**src/rtl/keyboard_event_queue.sv**
```systemverilog
// PS/2 scan-code prefix decoder (E0/F0) feeding a small event FIFO.
// The head event is presented on key_status/keycode until the reader consumes it.
module keyboard_event_queue #(
  parameter int DEPTH_LOG2 = 3
) (
  input  logic       clk,
  input  logic       rst,
  input  logic       rx_valid,
  input  logic [7:0] rx_data,
  input  logic       consume,
  output logic [7:0] key_status,
  output logic [7:0] keycode
);
  localparam int DEPTH = 1 << DEPTH_LOG2;
  localparam logic [DEPTH_LOG2:0] DEPTH_C = (DEPTH_LOG2+1)'(DEPTH);

  typedef struct packed {
    logic       ext;
    logic       brk;
    logic [7:0] code;
  } kev_t;

  typedef enum logic [1:0] {IDLE, EXT, BRK, EXT_BRK} state_t;

  state_t                state, state_nxt;
  logic                  push_req, push_ok, pop, full, filt;
  kev_t                  push_ev, head;
  kev_t                  mem [DEPTH];
  logic [DEPTH_LOG2-1:0] rd_ptr, wr_ptr;
  logic [DEPTH_LOG2:0]   count;
  logic                  ovf;

  // Bus-protocol bytes (ack, resend, echo, BAT, errors) are not keystrokes
  always_comb begin
    filt = 1'b0;
    case (rx_data)
      8'h00, 8'hFF, 8'hAA, 8'hFA, 8'hFE, 8'hEE: filt = 1'b1;
      default: filt = 1'b0;
    endcase
  end

  always_ff @(posedge clk or posedge rst) begin
    if (rst) state <= IDLE;
    else     state <= state_nxt;
  end

  always_comb begin
    state_nxt = state;
    push_req  = 1'b0;
    push_ev   = '{ext: 1'b0, brk: 1'b0, code: rx_data};
    if (rx_valid) begin
      if (filt) begin
        state_nxt = IDLE;
      end else begin
        case (state)
          IDLE: begin
            if (rx_data == 8'hE0)      state_nxt = EXT;
            else if (rx_data == 8'hF0) state_nxt = BRK;
            else                       push_req  = 1'b1;
          end
          EXT: begin
            if (rx_data == 8'hF0)      state_nxt = EXT_BRK;
            else if (rx_data != 8'hE0) begin
              push_req    = 1'b1;
              push_ev.ext = 1'b1;
              state_nxt   = IDLE;
            end
          end
          BRK: begin
            if (rx_data != 8'hE0 && rx_data != 8'hF0) begin
              push_req    = 1'b1;
              push_ev.brk = 1'b1;
              state_nxt   = IDLE;
            end
          end
          EXT_BRK: begin
            if (rx_data != 8'hE0 && rx_data != 8'hF0) begin
              push_req    = 1'b1;
              push_ev.ext = 1'b1;
              push_ev.brk = 1'b1;
              state_nxt   = IDLE;
            end
          end
          default: state_nxt = IDLE;
        endcase
      end
    end
  end

  // A pop in the same cycle frees the slot, so a push into a full queue still lands
  assign full    = (count == DEPTH_C);
  assign pop     = consume && (count != '0);
  assign push_ok = push_req && (!full || pop);

  always_ff @(posedge clk or posedge rst) begin
    if (rst) begin
      rd_ptr <= '0;
      wr_ptr <= '0;
      count  <= '0;
      ovf    <= 1'b0;
      for (int i = 0; i < DEPTH; i++) mem[i] <= '0;
    end else begin
      if (push_ok) begin
        mem[wr_ptr] <= push_ev;
        wr_ptr      <= wr_ptr + 1'b1;
      end
      if (pop) rd_ptr <= rd_ptr + 1'b1;
      case ({push_ok, pop})
        2'b10:   count <= count + 1'b1;
        2'b01:   count <= count - 1'b1;
        default: count <= count;
      endcase
      // Overflow stays visible until the backlog is fully drained
      if (push_req && !push_ok)
        ovf <= 1'b1;
      else if (pop && !push_ok && count == (DEPTH_LOG2+1)'(1))
        ovf <= 1'b0;
    end
  end

  always_comb begin
    head       = mem[rd_ptr];
    key_status = 8'h00;
    keycode    = 8'h00;
    key_status[3] = ovf;
    if (count != '0) begin
      key_status[0] = head.brk;
      key_status[1] = 1'b1;
      key_status[2] = head.ext;
      keycode       = head.code;
    end
  end
endmodule

```
**config.mk**
```make
export PLATFORM = sky130hd
export DESIGN_NAME = keyboard_event_queue
export DESIGN_NICKNAME = d
export VERILOG_FILES = /design/src/rtl/keyboard_event_queue.sv
export SDC_FILE = /design/constraint.sdc
export NUM_CORES = 1
export LEC_CHECK = 0
export BUFFER_PORTS_ARGS = -buffer_cell sky130_fd_sc_hd__buf_2
export CORE_MARGIN = 2
export CORE_UTILIZATION = 40
export DETAILED_ROUTE_END_ITERATION = 12
export GPL_TIMING_DRIVEN = 0
export PLACE_DENSITY_LB_ADDON = 0.08
export SLEW_MARGIN = 10
export SYNTH_ARGS = -nofsm -noshare
export SYNTH_HDL_FRONTEND = slang
export SYNTH_SLANG_ARGS = --single-unit
```
**constraint.sdc**
```tcl
create_clock -name clk -period 4.15 [get_ports clk]
set_clock_uncertainty 0.05 [all_clocks]
set_input_delay 0.83 -clock clk [delete_from_list [all_inputs] [get_ports clk]]
set_output_delay 0.83 -clock clk [all_outputs]
set_load 0.01 [all_outputs]
```
==> flow_metrics.py <==
metrics = {
    "run_status": {
        "outcome": "completed",
    },
    "clock_tree": {
        "cts.sink_count": 93,
        "hold_buffers": 0,
        "cts_buffers": 9,
        "clockRootBuffer": "clkbuf_16",
        "clkTransAtPathRegs_ns": 0.07,
        "cts_buffer_depth": 2,
        "tritoncts": "yes",
        "cts_max_level": 3,
        "clk_latency_ns": 0.35,
        "postCtsSetupBuffers": 0,
        "ctsResizeCount": 0,
    },
    "drt": {
        "via_per_inst": 5.31,
        "wirelength_um": 10100,
        "first_pass_iters": 4,
        "drcViolationCount": 0,
        "num_vias": 2623,
        "drt_iter0_markers": 113,
        "drt.antenna.violating_nets": 0,
        "post_drt_wl_per_cell_um": 20.5,
    },
    "power": {
        "pwr-share-seq": 0.393,
        "pwr_density_cell_mw_per_mm2": 769,
        "internal_power_mw": 2.73,
        "peakVddDrop_uv": 336,
        "p_sw_frac": 0.324,
        "leakagePower_nw": 2.34,
        "clkPwrFrac": 0.196,
        "combinationalPowerShare": 0.412,
        "p_switching_mw": 1.31,
    },
    "synthesis": {
        "synth-edff-count": 0,
        "syn_inst": 310,
        "seq_area_frac_synth": 0.502,
        "netlist_area_mm2": 0.00464,
        "async_reset_ff_frac": 1.00,
        "synth-main-ff-cell": "dfrtp_1",
        "synth_warnings": 0,
        "ys_seq_elements": 93,
        "synth.avg_cell_area_um2": 15.0,
        "synth.distinct_cells": 43,
    },
    "cells_and_area": {
        "final_cell_area_mm2": 0.00525,
        "diodes": 0,
        "final_nets": 364,
        "drive_gt1_frac": 0.413,
        "fin_cells": 494,
        "syn_to_final_growth_pct": 13.1,
        "postLayoutCoreUtil": 0.461,
    },
    "worst_setup_path": {
        "cp_max_fo": 10,
        "rrSetupSlack_ns": 1.73,
        "r2r_end": "mem[74]",
        "start_kind": "flip-flop",
        "ff2ff_path_depth": 8,
        "critPathArrivalTime_ns": 2.72,
        "r2r_start": "count[0]",
        "crit_required_ns": 3.27,
        "end_kind": "primary output",
        "critical_path_class": "reg2out",
    },
    "timing": {
        "slew_headroom": 0.346,
        "max_slew.worst_pin.slew_ns": 0.980,
        "period_needed_ns": 3.60,
        "rsz0062_at_grt": "no",
        "fin_crit_sh": 0.868,
        "drv_slew": 0,
        "setup_violations": 0,
        "fmax_mhz": 278,
        "hold_viol": 0,
    },
    "floorplanning": {
        "die-area_mm2": 0.0125,
        "start_util": 0.408,
        "core_region_area_mm2": 0.0114,
        "die_x_um": 112,
        "pin_count": 28,
        "num_rows": 39,
        "die_y_um": 112,
    },
    "hold_path": {
        "hold_start": "mem[32]",
        "worstHoldPathCells": 1,
        "hold_path_class": "reg2reg",
        "worstHoldEndpoint": "mem[32]",
    },
    "grt": {
        "gr-total-overflow": 0,
        "grt_pass1_wl_um": 16800,
        "use_met3": 0.0593,
        "grt_pass1_vias": 2838,
        "grtUsageTotal": 0.182,
        "grt_antenna_before_repair": 0,
        "met1_usage": 0.250,
        "grt_max_degree": 59,
        "grt_use_met2": 0.281,
        "busiest_layer": "met2",
    },
    "placement": {
        "hpwl_um": 6230,
        "dp.cells": 478,
        "portBuffers": 21,
        "gp_congestion": 0.735,
        "dpl_cell_area_mm2": 0.00496,
    },
    "job": {
        "drv_cap": 0,
    },
}
[Yosys cell counts (all sizes together) (2+ instances only)]
cell,number,area share
nand4b,2,0.0038
ha,6,0.016
nor2,14,0.011
a21oi,5,0.0070
buf,16,0.027
nand2,3,0.0024
mux2i,11,0.024
nand3b,3,0.0073
inv,5,0.0040
mux4,20,0.097
mux2,82,0.21
clkbuf,12,0.011
and3,3,0.0040
dfrtp,93,0.50
xnor2,5,0.0094
xor2,3,0.0057
nor3b,3,0.0070
or4,3,0.0057
nand3,7,0.018
[per-stage QoR]
| stage | setup slack (ns) | power (mW) | hold WS (ns) | TNS, ns |
|---|---|---|---|---|
| 6_report | 0.547 | 4.03 | 0.439 | 0 |
| 5_1_grt | 0.366 | 4.33 | 0.451 | 0 |
| 4_1_cts | 0.470 | 4.09 | 0.443 | 0 |
| 3_5_place_dp | 0.855 | 3.28 | 0.429 | 0 |
| 3_3_place_gp | -0.403 | 3.25 | 0.420 | -36.72 |
| 2_1_floorplan | 0.850 | 2.83 | 0.404 | 0 |
[final cells by class]
| type | instances | area (µm²) |
|---|---|---|
| Tap cell | 143 | 179 |
| Sequential cell | 93 | 2330 |
| Clock inverter | 3 | 20.0 |
| Multi-Input combinational cell | 187 | 2130 |
| Fill cell | 1038 | 6120 |
| Buffer | 28 | 175 |
| Timing Repair Buffer | 22 | 133 |
| Clock buffer | 13 | 260 |
| Inverter | 5 | 21.3 |
[layout by cell type (no fill, tap or decap), types with 4 or more instances in the layout]
cell type / count
mux2_4: 16
dfrtp_1: 93
mux2_1: 24
buf_2: 23
nand3_4: 4
xnor2_1: 5
inv_1: 4
ha_1: 6
mux2_2: 42
conb_1: 4
buf_6: 6
nor2_1: 14
clkbuf_16: 9
clkbuf_1: 11
buf_4: 5
mux4_2: 20
mux2i_1: 11
[routing by layer]
metal	vias up	routed length, µm	part of all wire
met5	-	0	0
met4	0	146	0.014
met3	13	365	0.036
met2	38	4700	0.46
met1	1379	4930	0.49
li1	1193	-	-
[worst max-delay path: stages (launching register included)]
cell     delay, ns
dfrtp_1       0.47
buf_1         0.69
buf_2         0.47
mux4_2        0.35
mux2i_1       0.14
nor2_1        0.07
buf_2         0.18
[cells by family after synthesis]
| kind of cell | Yosys count | share of synthesized area |
|---|---|---|
| compound gates | 10 | 0.0162 |
| xor+xnor | 8 | 0.0151 |
| fa+ha+maj | 6 | 0.0162 |
| buf+inv | 33 | 0.0418 |
| flops | 93 | 0.502 |
| mux | 113 | 0.333 |
| other cells | 1 | 0.000808 |
| simple gates | 46 | 0.0755 |
[state kept, by name, summed over array words and instances, names as in the netlist]
register  flops
count         4
mem          80
wr_ptr        3
ovf           1
state         2
rd_ptr        3
[power by group through the flow]
stage,registers [mW],logic [mW],clock network (mW)
global route,1.65,1.82,0.856
floorplan,1.52,1.31,0
finish,1.58,1.66,0.790
detailed placement,1.59,1.69,0
global placement,1.59,1.66,0
CTS,1.58,1.69,0.811
[worst max-delay path by stage]
stage	start	endpoint	slack, ns	cells after the start
final	rd_ptr[1]	keycode[0]	0.55	6
after global routing	rd_ptr[1]	keycode[0]	0.37	6
after CTS	rd_ptr[1]	keycode[0]	0.47	6
after detailed placement	rd_ptr[1]	key_status[0]	0.85	6
after global placement	rst	mem[39]	-0.40	2
after floorplan	rst	count[0]	0.85	1
Note: power is estimated with default switching activity, not from simulation.
